`config.mk`:
```
export PLATFORM = sky130hd
export DESIGN_NAME = aes_round_sequencer
export DESIGN_NICKNAME = d
export VERILOG_FILES = /design/src/rtl/aes_pkg.sv /design/src/rtl/aes_round_sequencer.sv
export SDC_FILE = /design/constraint.sdc
export NUM_CORES = 1
export LEC_CHECK = 0
export BUFFER_PORTS_ARGS = -buffer_cell sky130_fd_sc_hd__buf_2
export CORE_AREA = 4 4 250 252
export DETAILED_ROUTE_END_ITERATION = 7
export DIE_AREA = 0 0 254 256
export PLACE_DENSITY = 0.4
export SLEW_MARGIN = 20
export SYNTH_ARGS = -nofsm -noshare
export SYNTH_HDL_FRONTEND = slang
export SYNTH_SLANG_ARGS = --single-unit
```
`constraint.sdc`:
```
create_clock -name clk -period 5.58 [get_ports clk]
set_input_delay 1.116 -clock clk [delete_from_list [all_inputs] [get_ports clk]]
set_output_delay 1.116 -clock clk [all_outputs]
set_load 0.005 [all_outputs]
```
`src/rtl/aes_pkg.sv`:
```
// Shared AES-128 constants and types for the round sequencers.
package aes_pkg;

    localparam int NR      = 10;   // rounds for AES-128
    localparam int BLOCK_W = 128;
    localparam int RKIDX_W = 4;

    // Byte order: byte 0 sits in the top byte, column-major as in FIPS-197.
    localparam int BYTE_W  = 8;
    localparam int NBYTES  = BLOCK_W / BYTE_W;

    typedef enum logic [1:0] {
        IDLE  = 2'd0,
        ROUND = 2'd1,
        DONE  = 2'd2
    } fsm_e;

    // Extract byte i (0 = most significant) of a block.
    function automatic logic [BYTE_W-1:0] blk_byte(input logic [BLOCK_W-1:0] b, input int i);
        return b[BLOCK_W-1-BYTE_W*i -: BYTE_W];
    endfunction

endpackage

```
`src/rtl/aes_round_sequencer.sv`:
```
// Iterative AES-128 encryption controller: accepts a block, applies the
// initial AddRoundKey, steps an external round datapath through rounds
// 1..NR and holds the ciphertext until the consumer takes it.
module aes_round_sequencer
    import aes_pkg::*;
(
    input  logic               clk,
    input  logic               rst,
    input  logic               in_valid,
    output logic               in_ready,
    input  logic [BLOCK_W-1:0] in_block,
    output logic [RKIDX_W-1:0] rk_idx,
    input  logic [BLOCK_W-1:0] rk,
    output logic [BLOCK_W-1:0] rnd_instate,
    output logic               rnd_final,
    input  logic [BLOCK_W-1:0] rnd_outstate,
    output logic               out_valid,
    input  logic               out_ready,
    output logic [BLOCK_W-1:0] out_block
);

    localparam logic [RKIDX_W-1:0] NR_IDX  = RKIDX_W'(NR);
    localparam logic [RKIDX_W-1:0] ONE_IDX = RKIDX_W'(1);

    fsm_e               fsm_q;
    logic [RKIDX_W-1:0] round_q;
    logic [BLOCK_W-1:0] state_q;
    logic               in_ready_q;
    logic               out_valid_q;
    logic               rnd_final_q;
    logic [RKIDX_W-1:0] rk_idx_q;

    logic [RKIDX_W-1:0] round_d;
    logic               round_ok;

    assign round_d  = round_q + ONE_IDX;
    // Counter values 0 and NR+1..15 cannot occur; if seen, fall back to IDLE.
    assign round_ok = (round_q != '0) && (round_q <= NR_IDX);

    // Control FSM; handshake and datapath-control outputs are registered
    // alongside the state so they change only on clock edges.
    always_ff @(posedge clk or posedge rst) begin
        if (rst) begin
            fsm_q       <= IDLE;
            round_q     <= '0;
            state_q     <= '0;
            in_ready_q  <= 1'b1;
            out_valid_q <= 1'b0;
            rnd_final_q <= 1'b0;
            rk_idx_q    <= '0;
        end else begin
            case (fsm_q)
                IDLE: begin
                    if (in_valid) begin
                        // rk is round key 0 here: initial AddRoundKey.
                        state_q     <= in_block ^ rk;
                        round_q     <= ONE_IDX;
                        fsm_q       <= ROUND;
                        in_ready_q  <= 1'b0;
                        rk_idx_q    <= ONE_IDX;
                        rnd_final_q <= (ONE_IDX == NR_IDX);
                    end
                end
                ROUND: begin
                    if (!round_ok) begin
                        fsm_q       <= IDLE;
                        round_q     <= '0;
                        in_ready_q  <= 1'b1;
                        out_valid_q <= 1'b0;
                        rnd_final_q <= 1'b0;
                        rk_idx_q    <= '0;
                    end else begin
                        state_q <= rnd_outstate;
                        if (round_q == NR_IDX) begin
                            fsm_q       <= DONE;
                            out_valid_q <= 1'b1;
                            rnd_final_q <= 1'b0;
                            rk_idx_q    <= '0;
                        end else begin
                            round_q     <= round_d;
                            rk_idx_q    <= round_d;
                            rnd_final_q <= (round_d == NR_IDX);
                        end
                    end
                end
                DONE: begin
                    // Ciphertext held until taken; no accept in this state.
                    if (out_ready) begin
                        fsm_q       <= IDLE;
                        round_q     <= '0;
                        out_valid_q <= 1'b0;
                        in_ready_q  <= 1'b1;
                    end
                end
                default: begin
                    fsm_q       <= IDLE;
                    round_q     <= '0;
                    in_ready_q  <= 1'b1;
                    out_valid_q <= 1'b0;
                    rnd_final_q <= 1'b0;
                    rk_idx_q    <= '0;
                end
            endcase
        end
    end

    assign in_ready    = in_ready_q;
    assign out_valid   = out_valid_q;
    assign rnd_final   = rnd_final_q;
    assign rk_idx      = rk_idx_q;
    assign rnd_instate = state_q;
    assign out_block   = state_q;

endmodule

```
==> flow_summary.ini, run 1 <==
[worst_setup_path]
startpoint = round_q[0]
cp-start-kind = register
path_cells = inv_1 > ha_1 > nor2b_1 > o21ai_1 > a21bo_4 > buf_12 > mux2_2
slowest_delay_ps = 730
critPathCaptureType = register
criticalPathCategory = reg -> reg
crit_slowest_cell = a21bo_4
cp.required_ps = 5920
r2r-start = round_q[0]
arrival_ps = 3170
worstPathMaxFanout = 48

[routing]
wl_um = 32300
via_count = 7662
wl_per_cell_um = 14.8
vias_per_cell = 3.51
drt-initial-drc-count = 318
drtPass1Iterations = 4
drc_errors = 0
ant_nets = 0

[global_route]
antenna_found_initial = 2
grt_pass1_wl_um = 47200
track_usage_pct = 9.59
grt_max_degree = 130
overflow = 0
grt_pass1_vias = 8081

[finish]
nets = 1778
area_growth_pct = 37.9
layout_common_cells = buf_2 (650), dfrtp_1 (140), nand2_1 (135)
layout-drive-gt1-share_pct = 58.8
final_common_cell = buf_2

[placement]
gp_congestion = 0.794
dp_slack_ps = 2230
hpwl_um = 26100
io_buffers = 650

[floorplan]
io_pins = 651
row_count = 90
dieArea_um2 = 65000
initial_utilization_pct = 15.7
core_um2 = 60100
chipWidth_um = 254
die_h_um = 256

[clocking]
clockBufferDepth = 2
clock_latency_ps = 460
cts_num_sinks = 141
postCtsHoldBufs = 0
post_cts_buffers = 0
htreeDepth = 4
cts_buffers = 17
cts.clk_slew.worst_paths_ps = 60
cts_tree = yes
cts_root_buf = clkbuf_16
cts_resized = 0

[pwr]
p_total_mw = 7.02
max-vdd-ir-drop_mv = 0.243
power_density_nw_per_um2 = 540
leakage_nw = 6.52

[timing]
period_minus_slack_ps = 2830
tightest_slew_ps = 838
fmax_ghz = 0.354
hold_slack_ps = 464
fin_skew_ps = 8.31
setup_viol = 0
final-hold-violation-count = 0
slew_viol_final = 0
setup_tns_ps = 0
rsz0062_at_grt = no
fin_ws_ps = 2750
period_share_pct = 50.7
slew_headroom_pct = 44.1

[yosys]
ys_ff_latch = 141
yosysSeqAreaShare_pct = 37.4
synthFlopType = dfrtp_1
synthArstFlopShare_pct = 100
synthesis.nets = 1274
synth_edf_count = 0
syn_area_um2 = 9430
synth_cell_types = 36
avgSynthCellArea_um2 = 10.7
synthCells = 882
synth-warning-count = 0

[outcome]
run_status = completed

[hold_path]
hold_class = reg -> reg
min-delay-start = in_ready

[job]
max-cap-violations = 0
==> cell families after synthesis <==
kind of cell             synth area share [%]
AO/OA/AOI/OAI                            8.59
XOR/XNOR                                 12.0
adder cells (fa/ha/maj)                 0.531
buffers and inverters                    15.0
flip-flops                               37.4
multiplexers                             20.1
AND/OR/NAND/NOR                          6.39
==> worst max-delay path, delay by kind of cell (launching register included) <==
kind	cells	cell delay, ps
flops	1	430
simple gates	1	70
compound gates	2	990
buf+inv	2	530
fa+ha+maj	1	260
mux	1	380
==> layer usage <==
| layer | routed length (µm) | GRT usage (%) | up-vias |
|---|---|---|---|
| met5 | 0 | 0 | - |
| met4 | 494 | 3.19 | 0 |
| met3 | 2370 | 2.93 | 25 |
| met2 | 17000 | 17.6 | 347 |
| met1 | 12400 | 10.5 | 3473 |
| li1 | - | - | 3817 |
==> sequential cells by signal, indices dropped and copies added (netlist names) <==
register and flops:
rnd_final 1, rk_idx 4, fsm_q 2, out_block 128
round_q 4, out_valid 1, in_ready 1
==> synthesized netlist by cell type (all sizes together), types with 2 or more instances <==
library cell / n / area share [%]
nand2b: 4 / 0.29
nor2: 7 / 0.28
nand2: 135 / 5.4
xnor2: 129 / 12
buf: 159 / 14
a21oi: 3 / 0.16
dfrtp: 140 / 37
ha: 4 / 0.53
o31ai: 3 / 0.24
o21ai: 133 / 7.1
o22ai: 3 / 0.20
inv: 6 / 0.24
mux2: 128 / 20
a21o: 2 / 0.16
nor2b: 2 / 0.13
clkbuf: 12 / 0.48
==> power breakdown <==
group	internal, mW	leakage [nW]	switching, mW
clock	0.729	0.297	0.479
combinational	2.15	4.52	1.60
sequential	1.55	1.70	0.514
==> path summary, 6_finish.rpt <==
kind	to	slack, ps	depth (start not counted)
setup / recovery	out_block[121]	2750	7
hold / removal	in_ready	460	2
setup reg to reg	out_block[121]	2750	7
hold reg to reg	in_ready	460	2
max in group asynchronous	out_block[97]	3920	3
min in group asynchronous	out_block[72]	720	2
==> area by class of cell <==
type,count,area (µm²)
tap,782,978
clock inverter,12,159
sequential,141,3530
clock buffer,20,457
fill,6642,47100
multi-input combinational,564,4490
antenna,2,5.00
timing repair buffer,656,3360
inverter,6,27.5
==> stage by stage <==
step,instance area (µm²),utilization [%],instances
after floorplan,9430,-,882
after global routing,13000,21.6,2182
after CTS,13000,21.6,2181
after global placement,12400,20.6,2149
after detailed placement,12400,20.6,2149
final,13000,21.6,2183
Power figures use the tool's default switching activity.
==> inputs of run 2 (changes only) <==
==> constraint.sdc (replaced) <==
create_clock -name clk -period 3 [get_ports clk]
set_input_delay 0.6 -clock clk [delete_from_list [all_inputs] [get_ports clk]]
set_output_delay 0.6 -clock clk [all_outputs]
set_load 0.005 [all_outputs]
==> flow_summary.ini, run 2 (synthesis gave the netlist of run 1 again) <==
[job]
max-cap-violations = 0

[timing]
tightest_slew_ps = 816
fin_skew_ps = 14.9
rsz0062_at_grt = no
setup_viol = 0
fmax_ghz = 0.425
fin_ws_ps = 646
period_minus_slack_ps = 2350
period_share_pct = 78.5
slew_viol_final = 0
setup_tns_ps = 0
final-hold-violation-count = 0
slew_headroom_pct = 45.5

[routing]
wl_um = 33000
drtPass1Iterations = 5
drt-initial-drc-count = 389
drc_errors = 0
ant_nets = 0
wl_per_cell_um = 15.0
vias_per_cell = 3.59
via_count = 7924

[floorplan]
dieArea_um2 = 65000
die_h_um = 256
row_count = 90
io_pins = 651
initial_utilization_pct = 15.7
core_um2 = 60100
chipWidth_um = 254

[outcome]
run_status = completed

[worst_setup_path]
arrival_ps = 2690
worstRegToRegCells = 8
critPathCaptureType = register
cp.required_ps = 3340
worstPathMaxFanout = 20
criticalPathCategory = reg -> reg
cp-start-kind = register

[finish]
area_growth_pct = 39.6
layout-drive-gt1-share_pct = 59.4
largest_reg_flops = 128
nets = 1801
layout_common_cells = buf_2 (650), dfrtp_1 (140), nand2_1 (135)
final_common_cell = buf_2

[clocking]
clockBufferDepth = 2
post_cts_buffers = 0
cts_buffers = 17
cts.clk_slew.worst_paths_ps = 70
cts_num_sinks = 141
cts_root_buf = clkbuf_16
clock_latency_ps = 460
postCtsHoldBufs = 0
cts_tree = yes
cts_resized = 0
htreeDepth = 4

[placement]
hpwl_um = 27200
io_buffers = 650
gp_congestion = 0.814
dp_slack_ps = 679

[global_route]
grt_pass1_vias = 8253
antenna_found_initial = 2
grt_pass1_wl_um = 47800
track_usage_pct = 9.73
overflow = 0
grt_max_degree = 86

[pwr]
power_density_nw_per_um2 = 999
leakage_nw = 6.61
max-vdd-ir-drop_mv = 0.467

[hold_path]
hold_class = in -> async
[run 2: cell count changes in the layout (fill, tap and decap cells not counted), moves of 2 or more]
| cell | previous run | this run |
|---|---|---|
| buf_12 | 5 | 8 |
| clkinv_2 | 2 | 0 |
| clkinvlp_4 | 2 | 4 |
| clkinv_4 | 2 | 5 |
| buf_4 | 1 | 21 |
| bufinv_16 | 3 | 1 |
[run 2: critical path, cell delays in order (launching register included)]
cell	delay (ps)
dfrtp_1	440
inv_1	120
ha_1	240
nor2b_1	70
o21ai_1	250
a21bo_4	320
buf_12	230
buf_12	200
mux2_4	310
[run 2: report_power, final]
group | total (mW) | internal [mW] | leakage, nW | switching (mW)
registers | 3.83 | 2.88 | 1.70 | 0.944
logic | 7.23 | 4.18 | 4.64 | 3.06
clock network | 2.10 | 1.18 | 0.271 | 0.926
total | 13.2 | 8.24 | 6.61 | 4.93
[run 2: final cells by class]
cell class                      count  area, µm²
Tap cell                          782        978
Fill cell                        6646      47000
Clock inverter                     13        131
Inverter                            6       26.3
Multi-Input combinational cell    564       4490
Antenna cell                        1       2.50
Timing Repair Buffer              679       3570
Sequential cell                   141       3530
Clock buffer                       19        443
[run 2: stage by stage]
step           cells  hold WS, ps  area, µm²  utilization (%)  power [mW]
6_report        2205          290      13200             21.9        13.2
5_1_grt         2205          312      13200             21.9        14.2
4_1_cts         2204          258      13200             21.9        13.5
3_5_place_dp    2172          454      12600             20.9        11.2
3_3_place_gp    2172          450      12600             20.9        11.2
2_1_floorplan    882          449       9440                -        9.55
[run 2: final timing paths]
kind,start,to,slack [ps]
max,round_q[0],out_block[41],650
min,rst,out_block[67],290
max reg2reg,round_q[0],out_block[41],650
min reg2reg,in_ready,in_ready,460
max in group asynchronous,rst,in_ready,2010
min in group clk,out_ready,fsm_q[1],360
[run 2: per-layer routing]
metal  global-route usage, %  vias up  share of wire [%]
met3                    2.41       20                6.6
met4                    3.66        0                1.7
met1                    11.1     3700                 40
met2                    17.5      354                 52
li1                        -     3850                  -
met5                       0        -                  0
==> inputs of run 3 (changes only) <==
--- a/config.mk
+++ b/config.mk
@@ -6,10 +6,10 @@
 export NUM_CORES = 1
 export LEC_CHECK = 0
 export BUFFER_PORTS_ARGS = -buffer_cell sky130_fd_sc_hd__buf_2
-export CORE_AREA = 4 4 250 252
+export CORE_AREA = 4 4 251 253
 export DETAILED_ROUTE_END_ITERATION = 7
-export DIE_AREA = 0 0 254 256
-export PLACE_DENSITY = 0.4
+export DIE_AREA = 0 0 255 257
+export PLACE_DENSITY = 0.41
 export SLEW_MARGIN = 20
 export SYNTH_ARGS = -nofsm -noshare
 export SYNTH_HDL_FRONTEND = slang
==> constraint.sdc (replaced) <==
create_clock -name clk -period 2.16 [get_ports clk]
set_input_delay 0.432 -clock clk [delete_from_list [all_inputs] [get_ports clk]]
set_output_delay 0.432 -clock clk [all_outputs]
set_load 0.005 [all_outputs]
==> flow_summary.ini, run 3 (synthesis gave the netlist of run 1 again) <==
[routing]
wl_um = 32000
met3WireLength_um = 2200
drc_errors = 0
vias_per_cell = 3.54
via_count = 7875
wirelength_met1_um = 13200
dr.max_layer_used = met4
drtPass1Iterations = 4
wl_met2_um = 16000
drt-initial-drc-count = 294
wl_per_cell_um = 14.4
ant_nets = 0

[placement]
gp_congestion = 0.781
hpwl_um = 26300
io_buffers = 650
place_inst = 2194
dp_slack_ps = 104

[timing]
tightest_slew_ps = 454
slew_headroom_pct = 69.7
fin_skew_ps = 22.3
rsz0062_at_grt = no
final-hold-violation-count = 0
period_minus_slack_ps = 2040
period_share_pct = 94.6
fmax_ghz = 0.490
setup_viol = 0
slew_viol_final = 0
fin_ws_ps = 117

[floorplan]
dieArea_um2 = 65500
chipWidth_um = 255
io_pins = 651
initial_utilization_pct = 15.5
core_um2 = 61000
die_h_um = 257
row_count = 91

[clocking]
cts_tree = yes
htreeDepth = 4
cts_num_sinks = 141
clockBufferDepth = 2
clock_latency_ps = 470
cts_root_buf = clkbuf_16
cts_buffers = 17
postCtsHoldBufs = 0
cts.clk_slew.worst_paths_ps = 60
post_cts_buffers = 0

[worst_setup_path]
ff2ff_setup_slack_ps = 120
criticalPathCategory = reg -> reg
worstRegToRegCells = 7
startpoint = round_q[1]
cpMostUsedCell = buf_12
r2r_end = out_block[29]
critical_path_depth = 7
worstPathMaxFanout = 25
cp.buffers_inverters = 3
cp-start-kind = register
crit_slowest_cell = dfrtp_1
critical_path.endpoint = out_block[29]
path_cells = inv_1 > ha_1 > a31oi_4 > a21bo_4 > buf_12 > buf_12 > mux2_4
path_delay_family = buffers and inverters
r2r-start = round_q[1]
arrival_ps = 2380
critPathCaptureType = register
slowest_delay_ps = 440
cp.required_ps = 2500

[global_route]
grt_pass1_vias = 8162
track_usage_pct = 9.27
grt_max_degree = 65
overflow = 0
grt_pass1_wl_um = 46300
antenna_found_initial = 1

[finish]
nets = 1815
final_cell_count_no_fill = 2226
layout-drive-gt1-share_pct = 59.7
layout_common_cells = buf_2 (650), dfrtp_1 (140), nand2_1 (135)
area_growth_pct = 41.8
final_common_cell = buf_2
diodes = 0
largest_reg_flops = 128

[pwr]
p_total_mw = 18.9
combPwrFrac_pct = 55.5
power_density_nw_per_um2 = 1420
max-vdd-ir-drop_mv = 0.560
p_clk_share_pct = 16.5
p_sw_mw = 6.91
pwr-share-seq_pct = 28.1
swShare_pct = 36.5
leakage_nw = 6.72
internal_power_mw = 12.0

[hold_path]
hold_class = in -> async

[outcome]
run_status = completed

[job]
max-cap-violations = 0
==> run 3: cell count changes in the layout (fill, tap and decap cells not counted) <==
| cell | delta |
|---|---|
| clkbuf_1 | +2 |
| buf_4 | +10 |
| o21ai_1 | -1 |
| diode_2 | -1 |
| buf_12 | +4 |
| o21ai_2 | +1 |
| clkinv_4 | -4 |
| bufinv_16 | +2 |
==> run 3: worst min-delay path by stage <==
| stage | startpoint | to | cells past startpoint |
|---|---|---|---|
| final | rst | out_block[31] | 3 |
| after global routing | rst | out_block[31] | 3 |
| after CTS | rst | out_block[31] | 3 |
| after detailed placement | in_ready | in_ready | 2 |
| after global placement | in_ready | in_ready | 2 |
| after floorplan | in_ready | in_ready | 2 |
==> run 3: area by class of cell <==
type                            instances  area [µm²]
Tap cell                              790         988
Inverter                                6        26.3
Sequential cell                       141        3530
Multi-Input combinational cell        564        4500
Clock inverter                         11         156
Fill cell                            6699       47700
Timing Repair Buffer                  693        3730
Clock buffer                           21         450
==> run 3: timing repair <==
item                                    4_1_cts  5_1_grt
endpoints found under the setup margin        0       30
resized for setup                             0        1
hold endpoints to repair                      0        0
==> run 3: worst reg2reg max path, cell delays in order, from the launching register on <==
cell     delay [ps]
dfrtp_1         440
inv_1           120
ha_1            220
a31oi_4         180
a21bo_4         180
buf_12          190
buf_12          240
mux2_4          350
==> run 3: metal layers <==
metal | vias to the layer above | GRT usage, %
met1 | 3609 | 10.7
met4 | 0 | 3.32
met2 | 360 | 16.2
li1 | 3886 | -
met5 | - | 0
met3 | 20 | 2.66
==> run 3: power groups by stage <==
stage,Combinational (mW),Clock [mW],Sequential (mW)
global placement,10.6,0,5.40
global route,11.5,3.40,5.53
CTS,10.7,3.32,5.38
finish,10.5,3.11,5.31
floorplan,8.21,0,5.06
detailed placement,10.7,0,5.40
==> run 3: through the flow <==
stage / hold WS [ps] / setup TNS (ps) / utilization (%) / area, µm²
2_1_floorplan: 449 / -4800 / - / 9440
3_3_place_gp: 453 / 0 / 20.9 / 12800
3_5_place_dp: 461 / 0 / 20.9 / 12800
4_1_cts: 20.2 / 0 / 21.9 / 13400
5_1_grt: 61.1 / 0 / 21.9 / 13400
6_report: 90.2 / 0 / 21.9 / 13400
